## src/rtl/max16_pkg.sv

```systemverilog
// Shared definitions for the lane-valid scanner and the per-lane max datapath.
package max16_pkg;

  localparam int unsigned ScanWidth = 32;
  localparam int unsigned ScanIdxW  = $clog2(ScanWidth);

  typedef enum logic [0:0] {StIdle, StIssue} scan_state_e;

  // Index of the lowest set bit; 0 when the mask is empty.
  function automatic logic [ScanIdxW-1:0] lsb_index(input logic [ScanWidth-1:0] mask);
    logic [ScanIdxW-1:0] idx;
    idx = '0;
    for (int i = ScanWidth - 1; i >= 0; i--) begin
      if (mask[i]) idx = ScanIdxW'(i);
    end
    return idx;
  endfunction

  function automatic logic [ScanIdxW:0] pop_count(input logic [ScanWidth-1:0] mask);
    logic [ScanIdxW:0] cnt;
    cnt = '0;
    for (int i = 0; i < ScanWidth; i++) begin
      cnt = cnt + (ScanIdxW + 1)'(mask[i]);
    end
    return cnt;
  endfunction

endpackage

```

## src/rtl/lsb_enc32.sv

```systemverilog
// Combinational lowest-set-bit priority encoder with any / single-bit flags.
module lsb_enc32
  import max16_pkg::*;
#(
  parameter int unsigned WIDTH = ScanWidth,
  parameter int unsigned IDX_W = $clog2(WIDTH)
) (
  input  logic [WIDTH-1:0] mask,
  output logic [IDX_W-1:0] idx,
  output logic             any,
  output logic             single
);

  always_comb begin
    idx    = IDX_W'(lsb_index(ScanWidth'(mask)));
    any    = |mask;
    // Clearing the lowest set bit leaves zero only if exactly one bit was set.
    single = any && ((mask & (mask - WIDTH'(1))) == '0);
  end

endmodule

```

## src/rtl/valid_scanner32.sv

```systemverilog
// Walks a loaded lane-valid bitmap, emitting set-bit indices lowest first.
// Optional VALID_SCANNER_COUNT_EN adds count_o, the popcount of the loaded bitmap.
module valid_scanner32
  import max16_pkg::*;
#(
  parameter int unsigned WIDTH = ScanWidth,
  parameter int unsigned IDX_W = $clog2(WIDTH)
) (
  input  logic             clk,
  input  logic             rst,
  input  logic             load_valid,
  output logic             load_ready,
  input  logic [WIDTH-1:0] load_mask,
  output logic             out_valid,
  input  logic             out_ready,
  output logic [IDX_W-1:0] out_index,
  output logic             out_last,
  output logic             zero_mask
`ifdef VALID_SCANNER_COUNT_EN
  ,
  output logic [IDX_W:0]   count_o
`endif
);

  scan_state_e      state_q, state_d;
  logic [WIDTH-1:0] mask_q, mask_d;
  logic             zero_q, zero_d;
  logic [IDX_W-1:0] enc_idx;
  logic             enc_any;
  logic             enc_single;

  lsb_enc32 #(
    .WIDTH (WIDTH),
    .IDX_W (IDX_W)
  ) u_enc (
    .mask   (mask_q),
    .idx    (enc_idx),
    .any    (enc_any),
    .single (enc_single)
  );

  always_comb begin
    state_d = state_q;
    mask_d  = mask_q;
    zero_d  = 1'b0;
    unique case (state_q)
      StIdle: begin
        if (load_valid) begin
          if (load_mask != '0) begin
            mask_d  = load_mask;
            state_d = StIssue;
          end else begin
            zero_d = 1'b1;
          end
        end
      end
      StIssue: begin
        if (out_ready) begin
          mask_d = mask_q & (mask_q - WIDTH'(1));
          if (enc_single || !enc_any) state_d = StIdle;
        end
      end
      default: state_d = StIdle;
    endcase
  end

  always_ff @(posedge clk or posedge rst) begin
    if (rst) begin
      state_q <= StIdle;
      mask_q  <= '0;
      zero_q  <= 1'b0;
    end else begin
      state_q <= state_d;
      mask_q  <= mask_d;
      zero_q  <= zero_d;
    end
  end

  always_comb begin
    load_ready = (state_q == StIdle);
    out_valid  = (state_q == StIssue);
    out_index  = out_valid ? enc_idx : '0;
    out_last   = out_valid && enc_single;
    zero_mask  = zero_q;
  end

`ifdef VALID_SCANNER_COUNT_EN
  logic [IDX_W:0] count_q, count_d;

  always_comb begin
    count_d = count_q;
    if (state_q == StIdle && load_valid) begin
      count_d = (IDX_W + 1)'(pop_count(ScanWidth'(load_mask)));
    end
  end

  always_ff @(posedge clk or posedge rst) begin
    if (rst) count_q <= '0;
    else     count_q <= count_d;
  end

  assign count_o = count_q;
`endif

endmodule

```

## config.mk

```make
export PLATFORM = sky130hd
export DESIGN_NAME = valid_scanner32
export DESIGN_NICKNAME = d
export VERILOG_FILES = /design/src/rtl/max16_pkg.sv /design/src/rtl/lsb_enc32.sv /design/src/rtl/valid_scanner32.sv
export SDC_FILE = /design/constraint.sdc
export NUM_CORES = 1
export LEC_CHECK = 0
export CAP_MARGIN = 20
export CELL_PAD_IN_SITES_DETAIL_PLACEMENT = 1
export CELL_PAD_IN_SITES_GLOBAL_PLACEMENT = 1
export CORE_ASPECT_RATIO = 0.5
export CORE_UTILIZATION = 36
export DETAILED_ROUTE_END_ITERATION = 10
export PLACE_DENSITY_LB_ADDON = 0.1
export SETUP_SLACK_MARGIN = 0.1
export SYNTH_ARGS = -nofsm -noshare
export SYNTH_HDL_FRONTEND = slang
export SYNTH_HIERARCHICAL = 1
export SYNTH_SLANG_ARGS = --single-unit
export TNS_END_PERCENT = 10
```

## constraint.sdc

```tcl
create_clock -name clk -period 2.5 [get_ports clk]
set_clock_uncertainty 0.05 [all_clocks]
set_input_delay 0.5 -clock clk [delete_from_list [all_inputs] [get_ports clk]]
set_output_delay 0.5 -clock clk [all_outputs]
set_load 0.02 [all_outputs]
```

==> metrics.sh, run 1 <==
HOLD_CRIT_CLASS='input pin to asynchronous set/reset pin'
DP.FINAL_HPWL_MM=7.83
DRT-VIAS-PER-INSTANCE=5.92
DIE_X_UM=121
CTS_HOLD_REPAIR.BUFFERS=0
GPL.FINAL_WEIGHTED_CONGESTION=0.875
FINAL_POWER_mW=4.16
I_O_PIN_COUNT=45
SYNTH.FF_LATCH_COUNT=34
GLOBAL_ROUTE.OVERFLOW_TOTAL=0
TOTALNEGATIVESETUPSLACK_PS=-1160
VIA_COUNT=3059
CORE_REGION_AREA_MM2=0.00675
SYNTH_TOP_FLOP_CELL='dfrtp_1'
ASYNCSETRESETFLOPFRACSYNTH_PCT=100
TRITONCTS='yes'
WORSTPATHMAXFANOUT=3
FINAL_MAX_SLEW_VIOL_COUNT=0
FAILED_CHECKS='setup timing'
CTS_SINKS=34
FINAL_LAYOUT_SIZE_SUFFIX_GT1_SHARE_PCT=32.5
MAX-CLOCK-PATH-BUFFERS=2
CLKLATENCYLATEPIN_PS=290
YOSYSSEQAREASHARE_PCT=33.5
WORST_PATH_LARGEST_CELL_DELAY_PS=420
YS_TOP_CELLS_BY_AREA='dfrtp_1 (33%), a22o_1 (7.2%), o21ai_0 (5.5%)'
WORST-SLEW-PIN-TRANSITION_PS=459
CRITICAL_PATH.SLOWEST_CELL='dfrtp_2'
POWER.DENSITY_CELL_AREA_mW_PER_MM2=1040
PLACED_CELL_COUNT=503
FINALWIRELENGTH_MM=10.6
FINAL_HOLD_VIOL_COUNT=0
RUN_STATUS='complete, but fails checks'
SYNTHESIS.AREA_PER_INSTANCE_UM2=8.19
IO_BUFFERS=44
TRITONCTS.NUM_BUFFERS=5
DETAIL_ROUTE.WL_PER_CELL_UM=20.5
POST_SYNTH_INST_COUNT=310
NUMBER_OF_ANTENNA_VIOLATIONS_AT_THE_FIRST_CHECK_IN_GLOBAL_ROUTING=0
LEAKAGE_POWER_FIGURE_nW=1.60
NETLIST_AREA_MM2=0.00254
CRITICALPATHCATEGORY='register to output port'
FINALNONFILLERCELLS=517
DRT.ANTENNA.VIOLATING_NETS=0
CTS.ROOT.BUFFER_CELL='clkbuf_16'
ENDPOINT_KIND='output port'
DRT_FIRST_PASS_ITERS=4
TIMING.FINAL.SETUP_VIOLATIONS=5
SLEW_HEADROOM_PCT=69.4
YS_WARN_COUNT=6
POWER.IR.VDD_WORST_V=0.000375
DRV_CAP=0
SYNTH_NETS=346
CRITICAL_PATH_ARRIVAL_PS=2590
FIRST_GLOBAL_VIAS=3112
CTS.HTREE.LEVELS=2
R2R_SLACK_PS=30
INITIAL_CORE_UTIL_PCT=37.6
CRITICAL_PATH.CELL_CHAIN='nor4_4 > buf_4 > nand4_4 > or3_4 > o22ai_2 > o21ai_2 > nor4_2 > and2_4 > buf_6'
GRT_USE_TOTAL_PCT=29.9
FMAXACHIEVABLE_MHz=318
SYNTH_CELL_TYPE_COUNT=52
YOSYS.AREA.TOP_TYPE='dfrtp_1'
DIE-AREA_MM2=0.00742
SYNTH_TOP_AREA_SHARE_PCT=33.5
DETAIL_ROUTE.ITER0.VIOLATIONS=178
CTS.CLK_SLEW.WORST_PATHS_PS=50
CRIT_REQUIRED_PS=1950
FINAL_NETS=460
REMAINING_DRC_ERRORS=0
GLOBAL_ROUTE_WIRE_LENGTH_BEFORE_REPAIR_MM=16.4
CRITICAL_PATH.STARTPOINT_TYPE='register'
FINAL.PERIOD_UTILIZATION_PCT=126
LARGEST_NET_DEGREE_AT_THE_START_OF_GLOBAL_ROUTING=35
ROWS=21
FINALCRITICALPERIOD_PS=3140
ANTENNA_CELLS=0
SYNTH-EDFF-COUNT=0
FIN_WS_PS=-643
AREA.GROWTH.SYNTH_TO_FINAL_PCT=57.5
GRT_SETUP_UNREPAIRED='yes'
DIE_HEIGHT_UM=61.4
## cells in the final DEF (no fill, tap or decap), types with 2 or more instances in the layout
cell type,Yosys,routed
nand2_2,0,2
clkdlybuf4s50_1,0,38
a21oi_1,16,12
a221o_1,2,2
nand3b_1,2,2
dfrtp_2,0,5
or4_4,2,3
o31a_1,2,2
clkbuf_1,12,3
o211ai_1,9,9
or3_1,10,8
a31oi_1,3,3
nand2b_1,2,2
nor2_1,23,21
nor4_2,3,3
and2_1,7,6
o22ai_1,12,11
dfrtp_1,34,29
nor4_4,2,6
o21ai_0,28,26
nand2_1,31,29
o31ai_2,0,3
clkbuf_16,0,5
maj3_1,3,2
buf_4,0,75
o31ai_1,9,5
a21oi_2,0,3
a22o_1,21,21
inv_1,12,12
nor3_2,0,2
nor4_1,18,14
buf_6,1,9
or3_4,0,2
nor3_1,14,12
## timing repair
action,CTS,global route
endpoints found under the setup margin,15,26
buffers inserted,5,1
pin swaps,14,11
gates resized for setup,57,22
## cells in the mapped netlist (7+ instances only)
cell	instances
o211ai_1	9
and2_1	7
nor3_1	14
a21oi_1	16
nand2_1	31
clkbuf_1	12
a22o_1	21
o21ai_0	28
nor2_1	23
o22ai_1	12
dfrtp_1	34
or3_1	10
nor4_1	18
inv_1	12
o31ai_1	9
## through the flow
stage / cell area, um2 / util (%) / setup slack, ps / hold WS (ps)
after CTS: 3910 / 58.0 / -573 / 567
after detailed placement: 3620 / 53.7 / -805 / 558
after floorplan: 2560 / - / -111 / 512
after global routing: 4000 / 59.3 / -718 / 585
after global placement: 3620 / 53.7 / -703 / 544
final: 4000 / 59.3 / -643 / 564
## layer usage
layer	global-route usage [%]	part of all wire (%)	vias to the layer above
met1	38.0	47	1519
met3	7.31	5.1	20
met2	53.3	47	72
met5	0	0	-
li1	-	-	1448
met4	6.00	1.3	0
## registers in the layout, indices dropped and copies added, names as in the netlist
register   flops
mask_q        32
zero_mask      1
out_valid      1
## power by group
group	internal (mW)	total, mW	switching, mW
registers	0.701	0.845	0.144
clock network	0.370	0.609	0.238
logic	1.29	2.71	1.42
total	2.36	4.16	1.80
## final timing paths
check                      startpoint         end  cells after the start
setup / recovery            mask_q[4]    out_last                      9
hold / removal                    rst  mask_q[30]                      3
setup reg to reg           mask_q[10]  mask_q[25]                      6
hold reg to reg            mask_q[31]  mask_q[31]                      2
max in group asynchronous         rst   mask_q[4]                      3
min in group clk           mask_q[31]  mask_q[31]                      2
## critical path, delay by kind of cell (launching register included)
kind,cells,cell delay [ps]
AO/OA/AOI/OAI,2,270
buffers and inverters,2,280
flip-flops,1,420
AND/OR/NAND/NOR,5,1330
## cells by family (layout without fill, tap and decap cells)
logic type      Yosys count  in the layout  share of synthesized area, %
flops                    34             34                          33.5
compound gates          120            120                          32.9
simple gates            125            125                          28.0
fa+ha+maj                 3              3                          1.18
buf+inv                  28            143                          4.48
## cell type report
class                           count  area, um2
Clock buffer                        8        136
Tap cell                           92        115
Inverter                           12       45.0
Fill cell                         782       2750
Multi-Input combinational cell    248       1780
Timing Repair Buffer              123       1060
Sequential cell                    34        857
Note: power is estimated with default switching activity, not from simulation.
==> run 2, diff against run 1 <==
Settings changed: SKIP_LAST_GASP set to 1.
==> run 2 against run 1 <==
  * The flow still finishes with violations (setup timing)
  * First-iteration DRC count up 3.9%
  * Hold slack better by 1.0 ps
  * Sequential power about the same
  * Critical path type unchanged
  * Setup slack worse by 29 ps
  * Highest routed layer unchanged
  * Via count up 0.46%
  * Non-clock buffer count unchanged
  * Power down 3.4%
  * Routed wire length up 0.23%
  * Die area unchanged
  * Critical path depth unchanged
  * Largest cell class unchanged
==> metrics.sh, run 2 (synthesized netlist as in run 1, its figures left out) <==
DRV_CAP=0  # unchanged
FINAL_LAYOUT_SIZE_SUFFIX_GT1_SHARE_PCT=28.0  # -4.5 points
FINAL_POWER_mW=4.02  # -3.4%
FINAL.PERIOD_UTILIZATION_PCT=127  # +1.1 points
SLEW_HEADROOM_PCT=58.7  # -11 points
MOSTFREQUENTLAYOUTCELLS='buf_4 (78), clkdlybuf4s50_1 (39), dfrtp_1 (30)'
CTS.CLK_SLEW.WORST_PATHS_PS=50  # about the same
REGISTER_AREA_UM2=856  # -0.15%
DP.FINAL_HPWL_MM=7.83  # unchanged
IO_BUFFERS=44  # unchanged
MAX-CLOCK-PATH-BUFFERS=2  # unchanged
FINALCRITICALPERIOD_PS=3170  # +28.7 ps
GLOBAL_ROUTE_WIRE_LENGTH_BEFORE_REPAIR_MM=16.4  # about the same
LARGEST_NET_DEGREE_AT_THE_START_OF_GLOBAL_ROUTING=35  # unchanged
GPL.FINAL_WEIGHTED_CONGESTION=0.875  # unchanged
DRT-VIAS-PER-INSTANCE=5.94  # +0.46%
DETAIL_ROUTE.WL_PER_CELL_UM=20.5  # +0.23%
FMAXACHIEVABLE_MHz=315  # -0.91%
LARGEST-REGISTER='mask_q'
FIRST_GLOBAL_VIAS=3090  # -0.71%
DIE_X_UM=121  # unchanged
TRITONCTS.NUM_BUFFERS=5  # unchanged
CTS_SINKS=34  # unchanged
TOTALNEGATIVESETUPSLACK_PS=-2630  # -1470 ps
CTS.HTREE.LEVELS=2  # unchanged
DIE_HEIGHT_UM=61.4  # unchanged
POWER.IR.VDD_WORST_V=0.000387  # +3.3%
CTS_HOLD_REPAIR.BUFFERS=0  # unchanged
FINAL_NETS=460  # unchanged
ENDPOINT_KIND='output port'
MULTI_INPUT_COMB_AREA_MM2=0.00170  # -4.6%
ANTENNA_CELLS=0  # unchanged
FINALWIRELENGTH_MM=10.6  # +0.23%
FINAL_HOLD_VIOL_COUNT=0  # unchanged
RR_WORST_DEPTH=6  # unchanged
CLKLATENCYLATEPIN_PS=290  # about the same
N_FILL_CELL=795  # +1.7%
TIMING.FINAL.SETUP_VIOLATIONS=8  # +3
LAYOUT_COMMONEST_CELL='buf_4'
GRT_SETUP_UNREPAIRED='yes'
I_O_PIN_COUNT=45  # unchanged
AREA.GROWTH.SYNTH_TO_FINAL_PCT=53.4
NUMBER_OF_ANTENNA_VIOLATIONS_AT_THE_FIRST_CHECK_IN_GLOBAL_ROUTING=0  # unchanged
HOLD_CRIT_CLASS='input pin to asynchronous set/reset pin'
TRITONCTS='yes'
DRT_FIRST_PASS_ITERS=4  # unchanged
WORST-SLEW-PIN-TRANSITION_PS=619  # +159 ps
CORE_REGION_AREA_MM2=0.00675  # unchanged
FIN_WS_PS=-672  # -28.7 ps
CRIT_REQUIRED_PS=1950  # about the same
LEAKAGE_POWER_FIGURE_nW=1.58  # -1.3%
DETAIL_ROUTE.ITER0.VIOLATIONS=185  # +3.9%
PLACED_CELL_COUNT=503  # unchanged
CRITICALPATHCATEGORY='register to output port'
DIE-AREA_MM2=0.00742  # unchanged
REMAINING_DRC_ERRORS=0  # unchanged
CTS.ROOT.BUFFER_CELL='clkbuf_16'
FAILED_CHECKS='setup timing'
GLOBAL_ROUTE.OVERFLOW_TOTAL=0  # unchanged
POSTLAYOUTCOREUTIL_PCT=57.7  # -1.5 points
POWER.DENSITY_CELL_AREA_mW_PER_MM2=1030  # -0.78%
DRT.ANTENNA.VIOLATING_NETS=0  # unchanged
FINAL_MAX_SLEW_VIOL_COUNT=0  # unchanged
VIA_COUNT=3073  # +0.46%
PRE_CTS_WS_PS=-805  # unchanged
INITIAL_CORE_UTIL_PCT=37.6  # unchanged
NUMBER_OF_FLIP_FLOPS_IN_THE_LARGEST_REGISTER=32  # unchanged
CRITICAL_PATH_ARRIVAL_PS=2620  # +30 ps
GRT_USE_TOTAL_PCT=30.0  # +0.071 points
ROWS=21  # unchanged
WORSTPATHMAXFANOUT=4  # +1
CRITICAL_PATH.STARTPOINT_TYPE='register'
FINALNONFILLERCELLS=517  # unchanged
RUN_STATUS='complete, but fails checks'
-- run 2: worst max-delay path, stage by stage, from the launching register on --
cell	delay (ps)
dfrtp_2	420
nor4_4	350
buf_4	190
and4_4	240
nand2_2	100
o32ai_1	220
nand4_1	170
nor4_2	330
and2_4	180
buf_4	130
-- run 2: timing repair --
item | 4_1_cts | 5_1_grt
endpoints found under the setup margin | 15 | 29
pin swaps | 9 | 5
setup buffers | 5 | 1
gates resized for setup | 23 | 13
-- run 2: per-layer routing --
| metal | wire length [um] | vias to the layer above | part of all wire [%] | global-route usage [%] |
|---|---|---|---|---|
| met3 | 659 | 15 | 6.2 | 7.22 |
| met4 | 108 | 0 | 1.0 | 5.47 |
| li1 | - | 1451 | - | - |
| met5 | 0 | - | 0 | 0 |
| met1 | 4820 | 1522 | 45 | 38.6 |
| met2 | 5020 | 85 | 47 | 53.0 |
-- run 2: cell type report --
| type | instances | area share, % |
|---|---|---|
| inverters | 12 | 1.16 |
| multi-input cells | 248 | 43.6 |
| clock buffers | 8 | 3.50 |
| well taps | 92 | 2.95 |
| repair buffers | 123 | 26.8 |
| flip-flops and latches | 34 | 22.0 |
-- run 2: power by group --
group          internal (mW)  switching, mW
Combinational           1.21           1.37
Clock                  0.370          0.231
Sequential             0.701          0.142
Total                   2.28           1.74
-- run 2: final timing paths --
kind                            start          to  slack (ps)
min                               rst  mask_q[22]         560
max                         mask_q[4]    out_last        -670
max in group asynchronous         rst  mask_q[10]        1480
min in group clk           mask_q[31]  mask_q[31]         570
min reg2reg                mask_q[31]  mask_q[31]         570
max reg2reg                mask_q[10]  mask_q[25]        -100
-- run 2: per-stage QoR --
stage	hold WS, ps	instance area (um2)
6_report	565	3900
5_1_grt	576	3900
4_1_cts	567	3850
3_5_place_dp	558	3620
3_3_place_gp	544	3620
2_1_floorplan	512	2560
